[src/rtl/rvfi_pkg.sv]
// Retirement trace record layout shared by the retire queue and its RAM.
package rvfi_pkg;

  localparam int RVFI_REC_W   = 307;
  localparam int RVFI_ORDER_W = 64;

  // Field order is MSB to LSB; the widths must add up to RVFI_REC_W.
  typedef struct packed {
    logic [31:0] insn;
    logic [4:0]  rs1_addr;
    logic [4:0]  rs2_addr;
    logic [31:0] rs1_rdata;
    logic [31:0] rs2_rdata;
    logic [4:0]  rd_addr;
    logic [31:0] rd_wdata;
    logic [31:0] pc_rdata;
    logic [31:0] pc_wdata;
    logic [31:0] mem_addr;
    logic [3:0]  mem_wmask;
    logic [31:0] mem_rdata;
    logic [31:0] mem_wdata;
  } rvfi_rec_t;

endpackage

[src/rtl/retq_ram.sv]
// Record storage for the retire queue: one write port and NRET
// combinational read ports, so several lanes can be shown in one cycle.
module retq_ram
  import rvfi_pkg::*;
#(
  parameter int DEPTH = 8,
  parameter int NRET  = 2,
  parameter int AW    = $clog2(DEPTH)
) (
  input  logic                       clk,
  input  logic                       we_i,
  input  logic [AW-1:0]              waddr_i,
  input  logic [RVFI_REC_W-1:0]      wdata_i,
  input  logic [NRET*AW-1:0]         raddr_i,
  output logic [NRET*RVFI_REC_W-1:0] rdata_o
);

  logic [RVFI_REC_W-1:0] mem_q [DEPTH];

  always_ff @(posedge clk) begin
    if (we_i) begin
      mem_q[waddr_i] <= wdata_i;
    end
  end

  for (genvar gi = 0; gi < NRET; gi++) begin : g_rd
    assign rdata_o[gi*RVFI_REC_W +: RVFI_REC_W] = mem_q[raddr_i[gi*AW +: AW]];
  end

endmodule

[src/rtl/rvfi_retire_queue.sv]
// Retirement trace FIFO presenting up to NRET ordered records per cycle.
// Define RETQ_BYPASS_EN to let an empty queue forward the input to lane 0.
module rvfi_retire_queue
  import rvfi_pkg::*;
#(
  parameter int NRET  = 2,
  parameter int DEPTH = 8,
  parameter int XLEN  = 32
) (
  input  logic                         clk,
  input  logic                         rst,
  input  logic                         in_valid_i,
  input  logic [RVFI_REC_W-1:0]        in_rec_i,
  output logic                         in_ready_o,
  output logic [NRET-1:0]              out_valid_o,
  output logic [NRET*RVFI_REC_W-1:0]   out_rec_o,
  output logic [NRET*RVFI_ORDER_W-1:0] out_order_o,
  input  logic                         out_ready_i,
  output logic [$clog2(DEPTH):0]       count_o,
  output logic [$clog2(DEPTH):0]       max_fill_o,
  output logic                         overflow_o
);

  localparam int AW = $clog2(DEPTH);
  localparam int CW = AW + 1;

  if (XLEN != 32 || NRET < 1 || NRET > 4 || DEPTH < NRET || (1 << AW) != DEPTH) begin : g_bad_cfg
    $error("rvfi_retire_queue: unsupported XLEN/NRET/DEPTH combination");
  end

  logic [AW-1:0]           rd_ptr_q, rd_ptr_d, wr_ptr_q, wr_ptr_d;
  logic [CW-1:0]           count_q, count_d, max_fill_q, max_fill_d;
  logic [CW-1:0]           lanes_k, pop_k;
  logic [RVFI_ORDER_W-1:0] order_q, order_d;
  logic                    overflow_q, overflow_d;
  logic                    push, bypass_show, bypass_take;
  logic [NRET*AW-1:0]      raddr;
  logic [NRET*RVFI_REC_W-1:0] ram_rdata;

  assign lanes_k    = (count_q < CW'(NRET)) ? count_q : CW'(NRET);
  assign in_ready_o = (count_q < CW'(DEPTH));

`ifdef RETQ_BYPASS_EN
  assign bypass_show = (count_q == '0) & in_valid_i;
  assign bypass_take = bypass_show & out_ready_i;
`else
  assign bypass_show = 1'b0;
  assign bypass_take = 1'b0;
`endif

  // A bypassed record is consumed straight from the input and never stored.
  assign push  = in_valid_i & in_ready_o & ~bypass_take;
  assign pop_k = out_ready_i ? lanes_k : '0;

  always_comb begin
    rd_ptr_d   = rd_ptr_q + pop_k[AW-1:0];
    wr_ptr_d   = wr_ptr_q + AW'(push);
    count_d    = count_q + CW'(push) - pop_k;
    order_d    = order_q + RVFI_ORDER_W'(pop_k) + RVFI_ORDER_W'(bypass_take);
    max_fill_d = (count_d > max_fill_q) ? count_d : max_fill_q;
    overflow_d = overflow_q | (in_valid_i & ~in_ready_o);
  end

  always_ff @(posedge clk) begin
    if (rst) begin
      rd_ptr_q   <= '0;
      wr_ptr_q   <= '0;
      count_q    <= '0;
      order_q    <= '0;
      max_fill_q <= '0;
      overflow_q <= 1'b0;
    end else begin
      rd_ptr_q   <= rd_ptr_d;
      wr_ptr_q   <= wr_ptr_d;
      count_q    <= count_d;
      order_q    <= order_d;
      max_fill_q <= max_fill_d;
      overflow_q <= overflow_d;
    end
  end

  retq_ram #(
    .DEPTH (DEPTH),
    .NRET  (NRET),
    .AW    (AW)
  ) u_ram (
    .clk     (clk),
    .we_i    (push),
    .waddr_i (wr_ptr_q),
    .wdata_i (in_rec_i),
    .raddr_i (raddr),
    .rdata_o (ram_rdata)
  );

  for (genvar gi = 0; gi < NRET; gi++) begin : g_lane
    logic lane_on;
    logic [RVFI_REC_W-1:0] lane_rec;

    assign lane_on  = (CW'(gi) < lanes_k);
    assign lane_rec = lane_on ? ram_rdata[gi*RVFI_REC_W +: RVFI_REC_W] : '0;
    assign raddr[gi*AW +: AW] = rd_ptr_q + AW'(gi);
    assign out_order_o[gi*RVFI_ORDER_W +: RVFI_ORDER_W] = order_q + RVFI_ORDER_W'(gi);

    if (gi == 0) begin : g_l0
      assign out_valid_o[gi] = lane_on | bypass_show;
      assign out_rec_o[gi*RVFI_REC_W +: RVFI_REC_W] = bypass_show ? in_rec_i : lane_rec;
    end else begin : g_ln
      assign out_valid_o[gi] = lane_on;
      assign out_rec_o[gi*RVFI_REC_W +: RVFI_REC_W] = lane_rec;
    end
  end

  assign count_o    = count_q;
  assign max_fill_o = max_fill_q;
  assign overflow_o = overflow_q;

endmodule

[config.mk]
export PLATFORM = sky130hd
export DESIGN_NAME = rvfi_retire_queue
export DESIGN_NICKNAME = d
export VERILOG_FILES = /design/src/rtl/rvfi_pkg.sv /design/src/rtl/retq_ram.sv /design/src/rtl/rvfi_retire_queue.sv
export SDC_FILE = /design/constraint.sdc
export NUM_CORES = 2
export LEC_CHECK = 0
export ABC_AREA = 0
export BUFFER_PORTS_ARGS = -buffer_cell sky130_fd_sc_hd__buf_2
export CAP_MARGIN = 10
export CORE_ASPECT_RATIO = 2
export CORE_UTILIZATION = 45
export CTS_CLUSTER_SIZE = 16
export DETAILED_ROUTE_END_ITERATION = 8
export PLACE_DENSITY = 0.72
export SYNTH_ARGS = -nofsm -noshare
export SYNTH_HDL_FRONTEND = slang
export SYNTH_SLANG_ARGS = --single-unit
[constraint.sdc]
create_clock -name clk -period 41.5 [get_ports clk]
set_input_delay 4.15 -clock clk [delete_from_list [all_inputs] [get_ports clk]]
set_output_delay 4.15 -clock clk [all_outputs]
set_load 0.005 [all_outputs]
---- Yosys cells after proc, flatten, opt, wreduce, memory -nomap -nowiden ----
Memories as Yosys holds them, arrays and structs flattened. A register that Yosys moved wholly into a read port is not among the register bits.
Cells that the tools add are included.
Widths: inputs -> output; s select.
word-level totals
  memory bits (writable) .................. 2,456
  input port bits ......................... 311
  register bits after elaboration ......... 79
  logic and storage cells ................. 30
  output and inout port bits .............. 754
  memories kept ........................... 1
memories
  memory       depth  bits a word  rd ports  clocked after Yosys merged registers in  wr ports  line            source
  u_ram.mem_q  8      307          2         1                                        1         retq_ram.sv:18  logic [RVFI_REC_W-1:0] mem_q [DEPTH];
operators by class
  mux-type cells .......................... 7
  add/subtract/negate cells ............... 7
  order comparisons ....................... 5
  bitwise operators ....................... 4
operator list
  kind                   count
  $mux 307               2
  $add 64x1->64 const B  1
  $add 64x4->64          1
  $lt 1x4->1 const A     2
  $mux 4                 2
  $add 4x1->4            1
  $gt 4x4->1             1
  $lt 4x2->1 const B     1
  $lt 4x4->1 const B     1
  $sub 4x4->4            1
  $add 3x1->3            1
  $add 3x1->3 const B    1
  $add 3x3->3            1
  $mux 3                 1
  $and 1x1->1            2
  $mux 1                 2
  $not 1->1              1
  $or 1x1->1             1

---- Logic depth before layout (Yosys ltp) ----
  word-level depth ........................ 5
  gate-level depth with buffers ........... 16

---- Modules after synthesis ----
From an unflattened synthesis, not the netlist that was laid out.
second synthesis, totals
  cells, all modules ...................... 6,003
  area, all modules ....................... 119,863.7 um^2
modules (own cells, without submodules)
  module             area each (um^2)  sequential area each (um^2)  times used  cells an instance
  retq_ram           110,285.8         73,750.7                     1           4,651
  rvfi_retire_queue  9,577.9           1,581.5                      1           1,352

---- Worst setup path after synthesis ----
OpenSTA, ideal clock, no wires.
  path kind ............................... input-to-reg
  start ................................... input in_valid_i
  end ..................................... memory u_ram.mem_q[0][0], enable pin
  required time ........................... 40,147 ps
  arrival time ............................ 25,171 ps
  stages on the path ...................... 3
  slack ................................... 14,976 ps
  setup time .............................. 1,353 ps
  cells stage by stage .................... nor2b_1 nand2b_1 nor3_1
on the way
  cells in the longest elaborated chain, start to end .. 3
ends and longest elaborated chain
  item                          line                     source
  start, declared               rvfi_retire_queue.sv:12  input logic in_valid_i,
  $and 1x1->1                   rvfi_retire_queue.sv:52  assign push = in_valid_i & in_ready_o & ~bypass_take;
  $mux 1                        retq_ram.sv:21           if (we_i) begin
  $mux 1 (not written as such)  retq_ram.sv:22           mem_q[waddr_i] <= wdata_i;
  end, declared                 retq_ram.sv:18
No other way between the ends.

---- Final worst setup path ----
  start ................................... register rd_ptr_q[0]
  end ..................................... output out_rec_o[322]
on the way
  cells in the longest elaborated chain, start to end .. 3
ends and longest elaborated chain
  item                    line                      source
  start, declared         rvfi_retire_queue.sv:31   logic [AW-1:0] rd_ptr_q, rd_ptr_d, wr_ptr_q, wr_ptr_d;
  start signal, assigned  rvfi_retire_queue.sv:73   rd_ptr_q <= rd_ptr_d;
  $add 3x1->3             rvfi_retire_queue.sv:101  assign raddr[gi*AW +: AW] = rd_ptr_q + AW'(gi);
  $mem_v2 8x307           n/a
  $mux 307                rvfi_retire_queue.sv:100  assign lane_rec = lane_on ? ram_rdata[gi*RVFI_REC_W +: RVFI_REC_W] : '0;
  end, declared           rvfi_retire_queue.sv:16   output logic [NRET*RVFI_REC_W-1:0] out_rec_o,
No other way between the ends.

==> summary.md <==
| Metric | Value |
|---|---|
| TritonCTS clock tree | `done` |
| Core area | `roughly 260000 µm²` |
| Cell mode on critical path | `buf_4` |
| Sequential area share after synthesis | `between 60% and 70%` |
| Clock insertion delay at the later pin of the skew report | `between 0.8 and 0.9 ns` |
| Chip width | `roughly 360 µm` |
| Gr ovfl total | `0` |
| Outcome | `finished clean` |
| F_max | `just over 90 MHz` |
| Worst path slowest cell | `dfxtp_4` |
| Htree depth | `4` |
| Residual DRC count | `0` |
| Final ANT Viol Nets | `0` |
| Area Overhead vs Synth | `13.90%` |
| CTS Buf Count | `around 220` |
| Port Buffer Count | `roughly 1100` |
| Via Count | `a little under 70000` |
| Worst Path Arrival | `~6.6 ns` |
| CTS sink count | `2535` |
| DRT Pass-1 Iters | `6` |
| Setup crit start kind | `flop` |
| Area after DPL | `roughly 130000 µm²` |
| Syn Std Cell Area | `approximately 120000 µm²` |
| Cts hold-fix bufs | `0` |
| WS Path Type | `flop to primary output` |
| Hold Fails Final Rpt | `0` |
| Share of layout cells above drive strength 1 | `between 30% and 40%` |
| Initial drt markers | `between 7000 and 8000` |
| Crit path max fanout | `50` |
| Slew Limit Fails | `0` |
| Max Cap Viol | `0` |
| Die Outline Area | `261200 µm²` |
| Avg WL per Cell | `31.88 µm` |
| Longest Clk Path Bufs | `4` |
| Final Critical Period | `10.71 ns` |
| Setup_tns | `0 ns` |
| Worst-margin pin slew | `approximately 1.3 ns` |
| CTS root buf | `clkbuf_16` |
| Synth warnings | `0` |
| Required time of the critical path | `37.35 ns` |
| Family with the most delay on the worst path | `buffers and inverters` |
| Setup Buffers After CTS | `0` |
| Hold Crit Class | `flop to flop` |
| Multi-input logic area | `slightly below 40000 µm²` |
| Maximum vdd drop | `around 64 µV` |
| Number of vias per cell | `approximately 6.3` |
| Synthesized area per cell | `18.39 µm²` |
| Hpwl dp | `around 220 mm` |
| Mapped Cells | `6339` |
| Total GRT Usage | `26.23%` |
| Initial antenna violation count | `115` |
| NumNets Final | `7601` |
| Reg area | `roughly 75000 µm²` |
| Vias in the first global route | `70683` |
| PwrDens | `64.88 nW/µm²` |
| Final setup viols | `0` |
| Worst Min Path Start | `order_q[61]` |
| Yosys reg bits | `about 2500` |
| Static leakage power | `42.57 nW` |
| Clock Pin Slew Worst Setup and Hold Paths | `approximately 0.070 ns` |
| Post_cts resized | `0` |
| First-pass GRT wire length | `between 400 and 500 mm` |
| Critical-path cell list | `ha_4 > buf_4 > buf_4 > buf_4 > mux4_2 > nand2_1 > a21oi_1 > buf_2` |
| Filler cells | `between 20000 and 25000` |
| Reg2reg start | `count_o[3]` |
| Final instance area | `~130000 µm²` |
| Clk_skew | `approximately 0.083 ns` |
| Synth cell types | `49` |
| Ports | `between 1000 and 1500` |
| Final Cycle Share | `25.81%` |
| DIE HEIGHT | `a little over 700 µm` |
| Number of buffers and inverters on the critical path | `4` |
| Critical Path End Type | `primary output` |
| Initial Util | `a little under half` |
| Syn Nets | `6670` |
| Slew Limit Headroom | `a little over a tenth` |
| Routability cong. | `around 1` |
| Detailed Route WL | `349.8 mm` |
| Pin count of the biggest net entering global routing | `~170` |
| Worst setup startpoint | `rd_ptr_q[0]` |
| Row count | `roughly 260` |
| Largest stage delay, worst path | `roughly 0.9 ns` |
| RSZ-0062 raised after global routing | `false` |
-- synth_stat cells (all sizes together) --
cell / n / share of area [%]
and3: 4 / 0.021
o211ai: 2 / 0.013
mux2i: 307 / 2.6
inv: 15 / 0.048
or2: 6 / 0.032
a21oi: 345 / 1.5
dfxtp: 79 / 1.4
buf: 250 / 0.96
a21o: 2 / 0.013
edfxtp: 2456 / 63
nand2b: 5 / 0.027
nand3: 37 / 0.16
and2: 7 / 0.038
xnor2: 37 / 0.28
o21a: 3 / 0.019
mux4: 1228 / 24
o2111ai: 2 / 0.015
nor4: 12 / 0.080
o21ba: 1 / 0.0086
a211oi: 7 / 0.049
nand4: 45 / 0.25
nor2b: 12 / 0.064
or4: 19 / 0.12
ha: 17 / 0.18
or3: 18 / 0.097
mux2: 5 / 0.048
nand2: 654 / 2.1
nor2: 395 / 1.3
a211o: 2 / 0.015
o31a: 1 / 0.0075
o211a: 1 / 0.0086
and4: 2 / 0.015
o31ai: 19 / 0.12
nand4b: 2 / 0.015
o21ai: 19 / 0.082
nor3: 30 / 0.13
xor2: 60 / 0.45
clkbuf: 230 / 0.74
fa: 3 / 0.052
-- tightest hold or removal path: stages, from the launching register on --
cell	delay (ns)
dfxtp_1	0.35
o31ai_1	0.08
a21oi_1	0.06
-- state kept, by name (all words and copies together), names as in the netlist --
register and cells:
overflow_o 1, wr_ptr_q 3, count_o 4, order_q 64, u_ram.mem_q 2456, rd_ptr_q 3, max_fill_o 4
-- cells in the final DEF, fill, tap and decap left out, types with 6 or more instances in the layout --
cell type   synthesis  routed
edfxtp_1         2456    2456
mux4_2           1228    1228
buf_2             139    1064
nand2_1           654     654
nor2_1            395     388
a21oi_1           345     345
mux2i_1           307     307
clkbuf_16           0     223
buf_4               2     101
dfxtp_1            79      76
diode_2             0      70
xor2_1             60      59
clkinv_1            0      51
nand4_1            43      43
clkbuf_1          229      39
nand3_1            37      37
xnor2_1            37      36
clkinv_2            0      36
nor3_1             29      26
bufinv_16           0      21
buf_12              0      20
o31ai_1            19      19
or4_1              19      19
or3_1              18      18
o21ai_0            16      16
ha_1               17      16
inv_1              15      15
nor2b_1            12      12
clkinvlp_4          0      11
and2_1              7       7
nor4_1              9       7
nor2_4              0       7
a211oi_1            6       6
clkinv_4            0       6
-- final timing paths --
path              depth (start not counted)  slack (ns)                  end
hold reg to reg                           2        0.54          order_q[61]
hold / removal                            2        0.54          order_q[61]
setup / recovery                          8       30.79       out_rec_o[322]
setup reg to reg                          7       36.30  u_ram.mem_q[7][134]
-- where the power goes --
part | internal, mW | leakage (nW) | switching, mW | total (mW)
registers | 2.95 | 22.9 | 0.0786 | 3.03
logic | 1.45 | 16.2 | 2.08 | 3.53
clock network | 1.12 | 3.43 | 0.939 | 2.06
-- routing by layer --
metal	wire, µm	vias to the layer above	GRT usage, %
met5	522	-	0
li1	-	27966	-
met3	35710	900	8.196
met1	118300	36678	29.98
met4	23010	78	15.65
met2	172200	3792	43.14
-- stage by stage --
| stage | hold slack [ns] | setup slack, ns | total power, mW | util [%] | instances |
|---|---|---|---|---|---|
| floorplan | 0.4604 | 14.98 | 5.163 | - | 6339 |
| global placement | 0.4946 | 31.38 | 6.555 | 48.66 | 10501 |
| detailed placement | 0.5197 | 31.43 | 6.587 | 48.66 | 10502 |
| CTS | 0.5285 | 30.47 | 8.633 | 51.40 | 10902 |
| global route | 0.5551 | 30.19 | 8.926 | 51.44 | 10935 |
| finish | 0.5397 | 30.79 | 8.616 | 51.47 | 10973 |
-- logic make-up (layout without fill, tap and decap cells) --
family          Yosys count  in the layout  share of synthesized area [%]
flops                  2535           2535                          64.61
xor+xnor                 97             97                         0.7287
simple gates           1248           1248                          4.433
compound gates          404            404                          1.834
buf+inv                 495           1601                          1.750
fa+ha+maj                20             20                         0.2340
other cells               0             70                              0
mux                    1540           1540                          26.41
-- area by class of cell --
type / instances / share of cell area, %
timing repair buffer: 1186 / 4.891
tap: 3458 / 3.258
multi-input combinational: 3309 / 29.62
antenna: 70 / 0.1319
clock inverter: 138 / 1.004
sequential: 2535 / 56.74
clock buffer: 262 / 4.313
inverter: 15 / 0.04240
Note: power is estimated with default switching activity, not from simulation.
